<file path="config.mk">
export PLATFORM = sky130hd
export DESIGN_NAME = hazard_ctrl
export DESIGN_NICKNAME = d
export VERILOG_FILES = /design/src/rtl/hazard_pkg.sv /design/src/rtl/hazard_fwd_sel.sv /design/src/rtl/hazard_ctrl.sv
export SDC_FILE = /design/constraint.sdc
export NUM_CORES = 1
export LEC_CHECK = 0
export CORE_MARGIN = 2
export CORE_UTILIZATION = 43
export DETAILED_ROUTE_END_ITERATION = 8
export GPL_TIMING_DRIVEN = 0
export PLACE_DENSITY = 0.81
export SLEW_MARGIN = 10
export SYNTH_ARGS = -nofsm -noshare
export SYNTH_HDL_FRONTEND = slang
export SYNTH_SLANG_ARGS = --single-unit
export TNS_END_PERCENT = 1
</file>
<file path="constraint.sdc">
create_clock -name clk -period 1.6 [get_ports clk]
set_input_delay 0.32 -clock clk [delete_from_list [all_inputs] [get_ports clk]]
set_output_delay 0.32 -clock clk [all_outputs]
set_load 0.05 [all_outputs]
</file>
<file path="src/rtl/hazard_pkg.sv">
// +--------------------------------------------------------------------------+
// | hazard_pkg: shared types/constants for the P5 hazard scheduler. Rev 1.0  |
// +--------------------------------------------------------------------------+
`default_nettype none

package hazard_pkg;

  localparam logic [1:0] FWD_GRF = 2'd0;
  localparam logic [1:0] FWD_E   = 2'd1;
  localparam logic [1:0] FWD_M   = 2'd2;
  localparam logic [1:0] FWD_W   = 2'd3;

  localparam logic [1:0] TUSE_NONE = 2'd3;

  typedef enum logic [1:0] {
    MD_NONE = 2'd0,
    MD_MULT = 2'd1,
    MD_DIV  = 2'd2
  } md_kind_e;

  typedef struct packed {
    logic [4:0] wa;
    logic [1:0] tnew;
    logic [4:0] rs;
    logic [4:0] rt;
    md_kind_e   md;
  } sb_entry_t;

  // Moving one stage down the pipe brings the result one cycle closer.
  function automatic sb_entry_t sb_age(input sb_entry_t e);
    sb_entry_t a;
    a = e;
    if (e.tnew != 2'd0) a.tnew = e.tnew - 2'd1;
    return a;
  endfunction

  function automatic logic sb_match(input sb_entry_t x, input logic [4:0] r);
    return (r != 5'd0) && (x.wa == r);
  endfunction

endpackage

`default_nettype wire

</file>
<file path="src/rtl/hazard_fwd_sel.sv">
// +--------------------------------------------------------------------------+
// | hazard_fwd_sel: priority match of one operand over three slots. Rev 1.0  |
// +--------------------------------------------------------------------------+
`default_nettype none

module hazard_fwd_sel
  import hazard_pkg::*;
#(
  parameter logic [1:0] SEL0 = FWD_E,
  parameter logic [1:0] SEL1 = FWD_M,
  parameter logic [1:0] SEL2 = FWD_W
) (
  input  logic [4:0]      src,
  input  logic [2:0][4:0] wa,
  input  logic [2:0][1:0] tnew,
  output logic [1:0]      sel
);

  // Slot 0 is nearest; later assignments override so slot 0 wins.
  always_comb begin
    sel = FWD_GRF;
    if (src != 5'd0) begin
      if (wa[2] == src && tnew[2] == 2'd0) sel = SEL2;
      if (wa[1] == src && tnew[1] == 2'd0) sel = SEL1;
      if (wa[0] == src && tnew[0] == 2'd0) sel = SEL0;
    end
  end

endmodule

`default_nettype wire

</file>
<file path="src/rtl/hazard_ctrl.sv">
// +--------------------------------------------------------------------------+
// | hazard_ctrl: P5 stall/forward scheduler; HAZARD_FWD_EN enables bypass.   |
// | Rev 1.0                                                                  |
// +--------------------------------------------------------------------------+
`default_nettype none

module hazard_ctrl
  import hazard_pkg::*;
#(
  parameter int MULT_CYC = 5,
  parameter int DIV_CYC  = 10
) (
  input  logic       clk,
  input  logic       reset,
  input  logic [4:0] D_rs,
  input  logic [4:0] D_rt,
  input  logic [1:0] D_rs_tuse,
  input  logic [1:0] D_rt_tuse,
  input  logic [4:0] D_wa,
  input  logic [1:0] D_tnew,
  input  logic [1:0] D_md_start,
  input  logic       D_md_use,
  output logic       stall,
  output logic       md_busy,
  output logic [1:0] fwd_D_rs,
  output logic [1:0] fwd_D_rt,
  output logic [1:0] fwd_E_rs,
  output logic [1:0] fwd_E_rt,
  output logic [1:0] fwd_M_rt
);

  localparam int CNT_MAX = (MULT_CYC > DIV_CYC) ? MULT_CYC : DIV_CYC;
  localparam int CNT_W   = $clog2(CNT_MAX + 1);

  sb_entry_t        sb_e, sb_m, sb_w;
  sb_entry_t        d_entry;
  logic [CNT_W-1:0] md_cnt;
  logic             data_hzd;
  logic             md_hzd;
  logic             unused_sb;

  // With bypassing, only a result not ready by tuse stalls; without, any hit does.
  function automatic logic src_hazard(input sb_entry_t x, input logic [4:0] r,
                                      input logic [1:0] tuse);
`ifdef HAZARD_FWD_EN
    return (tuse != TUSE_NONE) && sb_match(x, r) && (tuse < x.tnew);
`else
    return (tuse != TUSE_NONE) && sb_match(x, r);
`endif
  endfunction

  assign d_entry = '{wa: D_wa, tnew: D_tnew, rs: D_rs, rt: D_rt,
                     md: md_kind_e'(D_md_start)};

  assign data_hzd = src_hazard(sb_e, D_rs, D_rs_tuse) | src_hazard(sb_m, D_rs, D_rs_tuse) |
                    src_hazard(sb_e, D_rt, D_rt_tuse) | src_hazard(sb_m, D_rt, D_rt_tuse);
  assign md_busy  = (md_cnt != '0);
  assign md_hzd   = D_md_use && (md_busy || sb_e.md != MD_NONE);
  assign stall    = data_hzd | md_hzd;

  always_ff @(posedge clk) begin
    if (!reset) begin
      sb_e   <= '0;
      sb_m   <= '0;
      sb_w   <= '0;
      md_cnt <= '0;
    end else begin
      sb_e <= stall ? '0 : d_entry;
      sb_m <= sb_age(sb_e);
      sb_w <= sb_age(sb_m);
      if (sb_e.md == MD_MULT)     md_cnt <= CNT_W'(MULT_CYC);
      else if (sb_e.md == MD_DIV) md_cnt <= CNT_W'(DIV_CYC);
      else if (md_cnt != '0)      md_cnt <= md_cnt - CNT_W'(1);
    end
  end

`ifdef HAZARD_FWD_EN
  hazard_fwd_sel #(.SEL0(FWD_E), .SEL1(FWD_M), .SEL2(FWD_W)) u_fwd_d_rs (
    .src(D_rs), .wa({sb_w.wa, sb_m.wa, sb_e.wa}),
    .tnew({sb_w.tnew, sb_m.tnew, sb_e.tnew}), .sel(fwd_D_rs));

  hazard_fwd_sel #(.SEL0(FWD_E), .SEL1(FWD_M), .SEL2(FWD_W)) u_fwd_d_rt (
    .src(D_rt), .wa({sb_w.wa, sb_m.wa, sb_e.wa}),
    .tnew({sb_w.tnew, sb_m.tnew, sb_e.tnew}), .sel(fwd_D_rt));

  hazard_fwd_sel #(.SEL0(FWD_M), .SEL1(FWD_W), .SEL2(FWD_GRF)) u_fwd_e_rs (
    .src(sb_e.rs), .wa({5'd0, sb_w.wa, sb_m.wa}),
    .tnew({2'd0, sb_w.tnew, sb_m.tnew}), .sel(fwd_E_rs));

  hazard_fwd_sel #(.SEL0(FWD_M), .SEL1(FWD_W), .SEL2(FWD_GRF)) u_fwd_e_rt (
    .src(sb_e.rt), .wa({5'd0, sb_w.wa, sb_m.wa}),
    .tnew({2'd0, sb_w.tnew, sb_m.tnew}), .sel(fwd_E_rt));

  hazard_fwd_sel #(.SEL0(FWD_W), .SEL1(FWD_GRF), .SEL2(FWD_GRF)) u_fwd_m_rt (
    .src(sb_m.rt), .wa({10'd0, sb_w.wa}),
    .tnew({4'd0, sb_w.tnew}), .sel(fwd_M_rt));
`else
  assign fwd_D_rs = FWD_GRF;
  assign fwd_D_rt = FWD_GRF;
  assign fwd_E_rs = FWD_GRF;
  assign fwd_E_rt = FWD_GRF;
  assign fwd_M_rt = FWD_GRF;
`endif

  assign unused_sb = ^sb_w;

endmodule

`default_nettype wire

</file>
==> flow_results.xml <==
<?xml version="1.0" encoding="UTF-8"?>
<metrics>
  <group name="power">
    <metric name="peakVddDrop" unit="mV">0.8235</metric>
    <metric name="cellPowerDensity" unit="nW/um2">1243</metric>
    <metric name="power.leakage" unit="nW">0.6507</metric>
  </group>
  <group name="detailed_routing">
    <metric name="detail_route.drc_violations" unit="">0</metric>
    <metric name="postRouteWirelength" unit="um">1952</metric>
    <metric name="route.vias.total" unit="">812</metric>
    <metric name="post_drt_via_cell_ratio" unit="">4.614</metric>
    <metric name="route.detailed.wl_per_inst" unit="um">11.09</metric>
    <metric name="first_pass_drt_iterations" unit="">2</metric>
    <metric name="dr.first_iter.drc_count" unit="">5</metric>
    <metric name="drtAntennaViolNets" unit="">0</metric>
  </group>
  <group name="timing">
    <metric name="final_max_slew_viol_count" unit="">0</metric>
    <metric name="timing.hold.ws" unit="ns">0.5073</metric>
    <metric name="worst_slack" unit="ns">-0.2960</metric>
    <metric name="min_period_over_period" unit="%">118.5</metric>
    <metric name="setup_violators_final" unit="">1</metric>
    <metric name="rsz0062_at_grt" unit="">true</metric>
    <metric name="finalHoldViolCount" unit="">0</metric>
    <metric name="setup-tns-final" unit="ns">-0.2960</metric>
    <metric name="final.setup_skew" unit="ns">0.002903</metric>
    <metric name="finalWorstPathRequiredPeriod" unit="ns">1.896</metric>
    <metric name="clock.fmax" unit="MHz">527.4</metric>
  </group>
  <group name="die">
    <metric name="io_pins" unit="">38</metric>
    <metric name="die_width" unit="um">52.19</metric>
    <metric name="start_util" unit="%">45.14</metric>
    <metric name="rows" unit="">17</metric>
    <metric name="fp.dieArea" unit="um2">2723</metric>
    <metric name="design.core.area" unit="um2">2212</metric>
    <metric name="floorplan.die.height" unit="um">52.19</metric>
  </group>
  <group name="clock_tree">
    <metric name="cts_hold_buffers" unit="">0</metric>
    <metric name="buffer_depth_of_the_longest_clock_path" unit="">2</metric>
    <metric name="cts.reportedPaths.clkPinSlew" unit="ns">0.09</metric>
    <metric name="clock_latency" unit="ns">0.30</metric>
    <metric name="tritoncts" unit="">done</metric>
    <metric name="cts_inserted_buffers" unit="">3</metric>
    <metric name="clock_sinks" unit="">16</metric>
    <metric name="cts_root_buffer" unit="">sky130_fd_sc_hd__clkbuf_4</metric>
    <metric name="htree_levels" unit="">1</metric>
  </group>
  <group name="final_layout">
    <metric name="postLayoutCoreUtil" unit="%">63.80</metric>
    <metric name="nets" unit="">177</metric>
    <metric name="synthToLayoutAreaGrowth" unit="%">41.35</metric>
    <metric name="final_layout_size_suffix_gt1_share" unit="%">34.46</metric>
    <metric name="antennaDiodeCount" unit="">0</metric>
  </group>
  <group name="global_route">
    <metric name="track_usage" unit="%">15.97</metric>
    <metric name="initial_antenna_violation_count" unit="">0</metric>
    <metric name="grtUsageMet1" unit="%">14.84</metric>
    <metric name="first_pass_grt_wire_length" unit="um">3077</metric>
    <metric name="grt_max_degree" unit="">11</metric>
    <metric name="grt_overflow" unit="">0</metric>
    <metric name="top_usage_layer" unit="">met2</metric>
    <metric name="grt_pass1_vias" unit="">773</metric>
    <metric name="grtUsageMet3" unit="%">3.143</metric>
    <metric name="grt_use_met2" unit="%">30.38</metric>
  </group>
  <group name="flow_run">
    <metric name="drv.max_cap_violation_count" unit="">0</metric>
  </group>
  <group name="yosys">
    <metric name="synthesis.area" unit="um2">998.5</metric>
    <metric name="synthesis_stage_register_bit_count" unit="">16</metric>
    <metric name="yosys.cell_types.count" unit="">27</metric>
    <metric name="synth.yosys.seq_area_share" unit="%">32.08</metric>
    <metric name="post_synth.cell_area_avg" unit="um2">9.160</metric>
    <metric name="yosysWarnings" unit="">0</metric>
    <metric name="syn_inst" unit="">109</metric>
  </group>
  <group name="worst_setup_path">
    <metric name="cp_top_family" unit="">simple AND/OR/NAND/NOR gates</metric>
    <metric name="crit_chain" unit="">clkdlybuf4s15_2 -&gt; or4_4 -&gt; o21ai_4 -&gt; o221ai_4 -&gt; buf_6</metric>
    <metric name="cp_slowest_cell" unit="">sky130_fd_sc_hd__or4_4</metric>
    <metric name="crit_path_end_kind" unit="">output pin</metric>
    <metric name="crit_path_max_fanout" unit="">3</metric>
    <metric name="critPathMaxStageDelay" unit="ns">0.54</metric>
    <metric name="critPathRequiredTime" unit="ns">1.28</metric>
    <metric name="worstPathBufferInverterCount" unit="">2</metric>
    <metric name="critical_path_data_arrival_time" unit="ns">1.58</metric>
    <metric name="crit_path_start_kind" unit="">primary input</metric>
    <metric name="critical_path_class" unit="">primary input to output pin</metric>
  </group>
  <group name="place">
    <metric name="port_buffers" unit="">25</metric>
    <metric name="hpwlAfterDp" unit="um">1547</metric>
    <metric name="post-place-ws" unit="ns">-1.353</metric>
    <metric name="globalplace.congestion" unit="">0.8726</metric>
  </group>
  <group name="min_path">
    <metric name="min_path_type" unit="">flip-flop to flip-flop</metric>
  </group>
  <group name="run_status">
    <metric name="status" unit="">finished, violations left</metric>
    <metric name="violations" unit="">negative setup slack</metric>
  </group>
</metrics>
per-stage QoR:
stage | cell area, um2 | power [W] | instances
floorplan | 1049 | 0.001203 | 118
finish | 1411 | 0.001754 | 176
global placement | 1334 | 0.001386 | 171
detailed placement | 1334 | 0.001420 | 171
CTS | 1404 | 0.001714 | 176
global route | 1411 | 0.001888 | 176
sequential cells by signal, summed over array words and instances, names as in the netlist:
register  cells
md_cnt        4
sb_e          7
sb_m          5
power by group:
group / internal (W) / total, W / switching, W
clock network: 0.000139 / 0.000267 / 0.000128
registers: 0.000483 / 0.000557 / 0.0000741
logic: 0.000400 / 0.000930 / 0.000530
total: 0.00102 / 0.00175 / 0.000732
cells in the final DEF, fill, tap and decap left out, types with 2 or more instances in the layout:
master                            instances
sky130_fd_sc_hd__a21oi_1                  4
sky130_fd_sc_hd__nor2_1                   6
sky130_fd_sc_hd__dlygate4sd2_1            4
sky130_fd_sc_hd__clkdlybuf4s15_2          2
sky130_fd_sc_hd__buf_4                   11
sky130_fd_sc_hd__o21ai_4                  2
sky130_fd_sc_hd__nor3_2                  11
sky130_fd_sc_hd__buf_2                    3
sky130_fd_sc_hd__buf_6                    2
sky130_fd_sc_hd__inv_1                    9
sky130_fd_sc_hd__and2_1                   5
sky130_fd_sc_hd__a22oi_2                  2
sky130_fd_sc_hd__dfxtp_2                  4
sky130_fd_sc_hd__clkbuf_4                 3
sky130_fd_sc_hd__xor2_1                  21
sky130_fd_sc_hd__conb_1                  10
sky130_fd_sc_hd__clkdlybuf4s50_1         13
sky130_fd_sc_hd__nand2_1                  5
sky130_fd_sc_hd__dfxtp_1                 12
sky130_fd_sc_hd__or4_4                    2
sky130_fd_sc_hd__inv_2                    2
final timing paths:
path	startpoint	end	slack, ns	depth (start not counted)
worst min register to register	sb_e[17]	sb_m[17]	0.51	1
worst min-delay path	sb_e[17]	sb_m[17]	0.51	1
worst max register to register	sb_e[17]	sb_e[17]	0.18	6
worst max-delay path	D_rs[2]	stall	-0.30	5
cells by family after synthesis:
| group | after synthesis | share of synthesized area [%] |
|---|---|---|
| other cells | 1 | 0.3756 |
| xor+xnor | 22 | 19.30 |
| flops | 16 | 32.08 |
| fa+ha+maj | 3 | 3.634 |
| compound gates | 11 | 11.15 |
| simple gates | 34 | 21.30 |
| buf+inv | 22 | 12.15 |
repair_timing:
| action | in CTS | in global routing |
|---|---|---|
| hold endpoints to repair | 0 | 0 |
| pin swaps | 7 | 5 |
| endpoints found under the setup margin | 9 | 2 |
| setup buffers | 1 | 0 |
| gates resized for setup | 38 | 14 |
worst register-to-register path: cells and delay by family, from the launching register on:
family          cells  cell delay (ns)
simple gates        2             0.25
buf+inv             1             0.22
compound gates      2             0.35
flops               1             0.35
xor+xnor            1             0.15
routing by layer:
layer / vias to the layer above / wire (um)
met4: 0 / 61
met2: 28 / 1009
li1: 412 / -
met5: - / 0
met1: 367 / 745
met3: 5 / 135
cells in the mapped netlist:
cell type                  number  area share (%)
sky130_fd_sc_hd__or4_4          1             1.1
sky130_fd_sc_hd__nand2_1        6             2.3
sky130_fd_sc_hd__nor3_2         8             8.0
sky130_fd_sc_hd__maj3_2         1             1.1
sky130_fd_sc_hd__a22oi_1        1            0.75
sky130_fd_sc_hd__a22oi_2        1             1.3
sky130_fd_sc_hd__nand2b_1       1            0.63
sky130_fd_sc_hd__xor2_1        21              18
sky130_fd_sc_hd__conb_1         1            0.38
sky130_fd_sc_hd__buf_2          1            0.50
sky130_fd_sc_hd__and2_1         5             3.1
sky130_fd_sc_hd__inv_1         11             4.1
sky130_fd_sc_hd__nor3_1         4             2.0
sky130_fd_sc_hd__nor2_1         6             2.3
sky130_fd_sc_hd__o221ai_4       1             2.6
sky130_fd_sc_hd__or4_1          1            0.75
sky130_fd_sc_hd__buf_4         10             7.5
sky130_fd_sc_hd__o211ai_1       1            0.75
sky130_fd_sc_hd__xnor2_1        1            0.88
sky130_fd_sc_hd__dfxtp_1       16              32
sky130_fd_sc_hd__nand3_1        1            0.50
sky130_fd_sc_hd__o21ai_4        1             1.6
sky130_fd_sc_hd__o31ai_2        1             1.3
sky130_fd_sc_hd__o21ai_2        1            0.88
sky130_fd_sc_hd__a21oi_1        4             2.0
sky130_fd_sc_hd__ha_1           2             2.5
sky130_fd_sc_hd__or3_1          1            0.63
final cells by class:
cell class	count	area (um2)
Buffer	11	80.08
Clock buffer	4	36.28
Fill cell	203	800.8
Inverter	11	41.29
Multi-Input combinational cell	80	650.6
Sequential cell	16	325.3
Tap cell	28	35.03
Timing Repair Buffer	26	242.7
(Power assumes the default switching activity.)
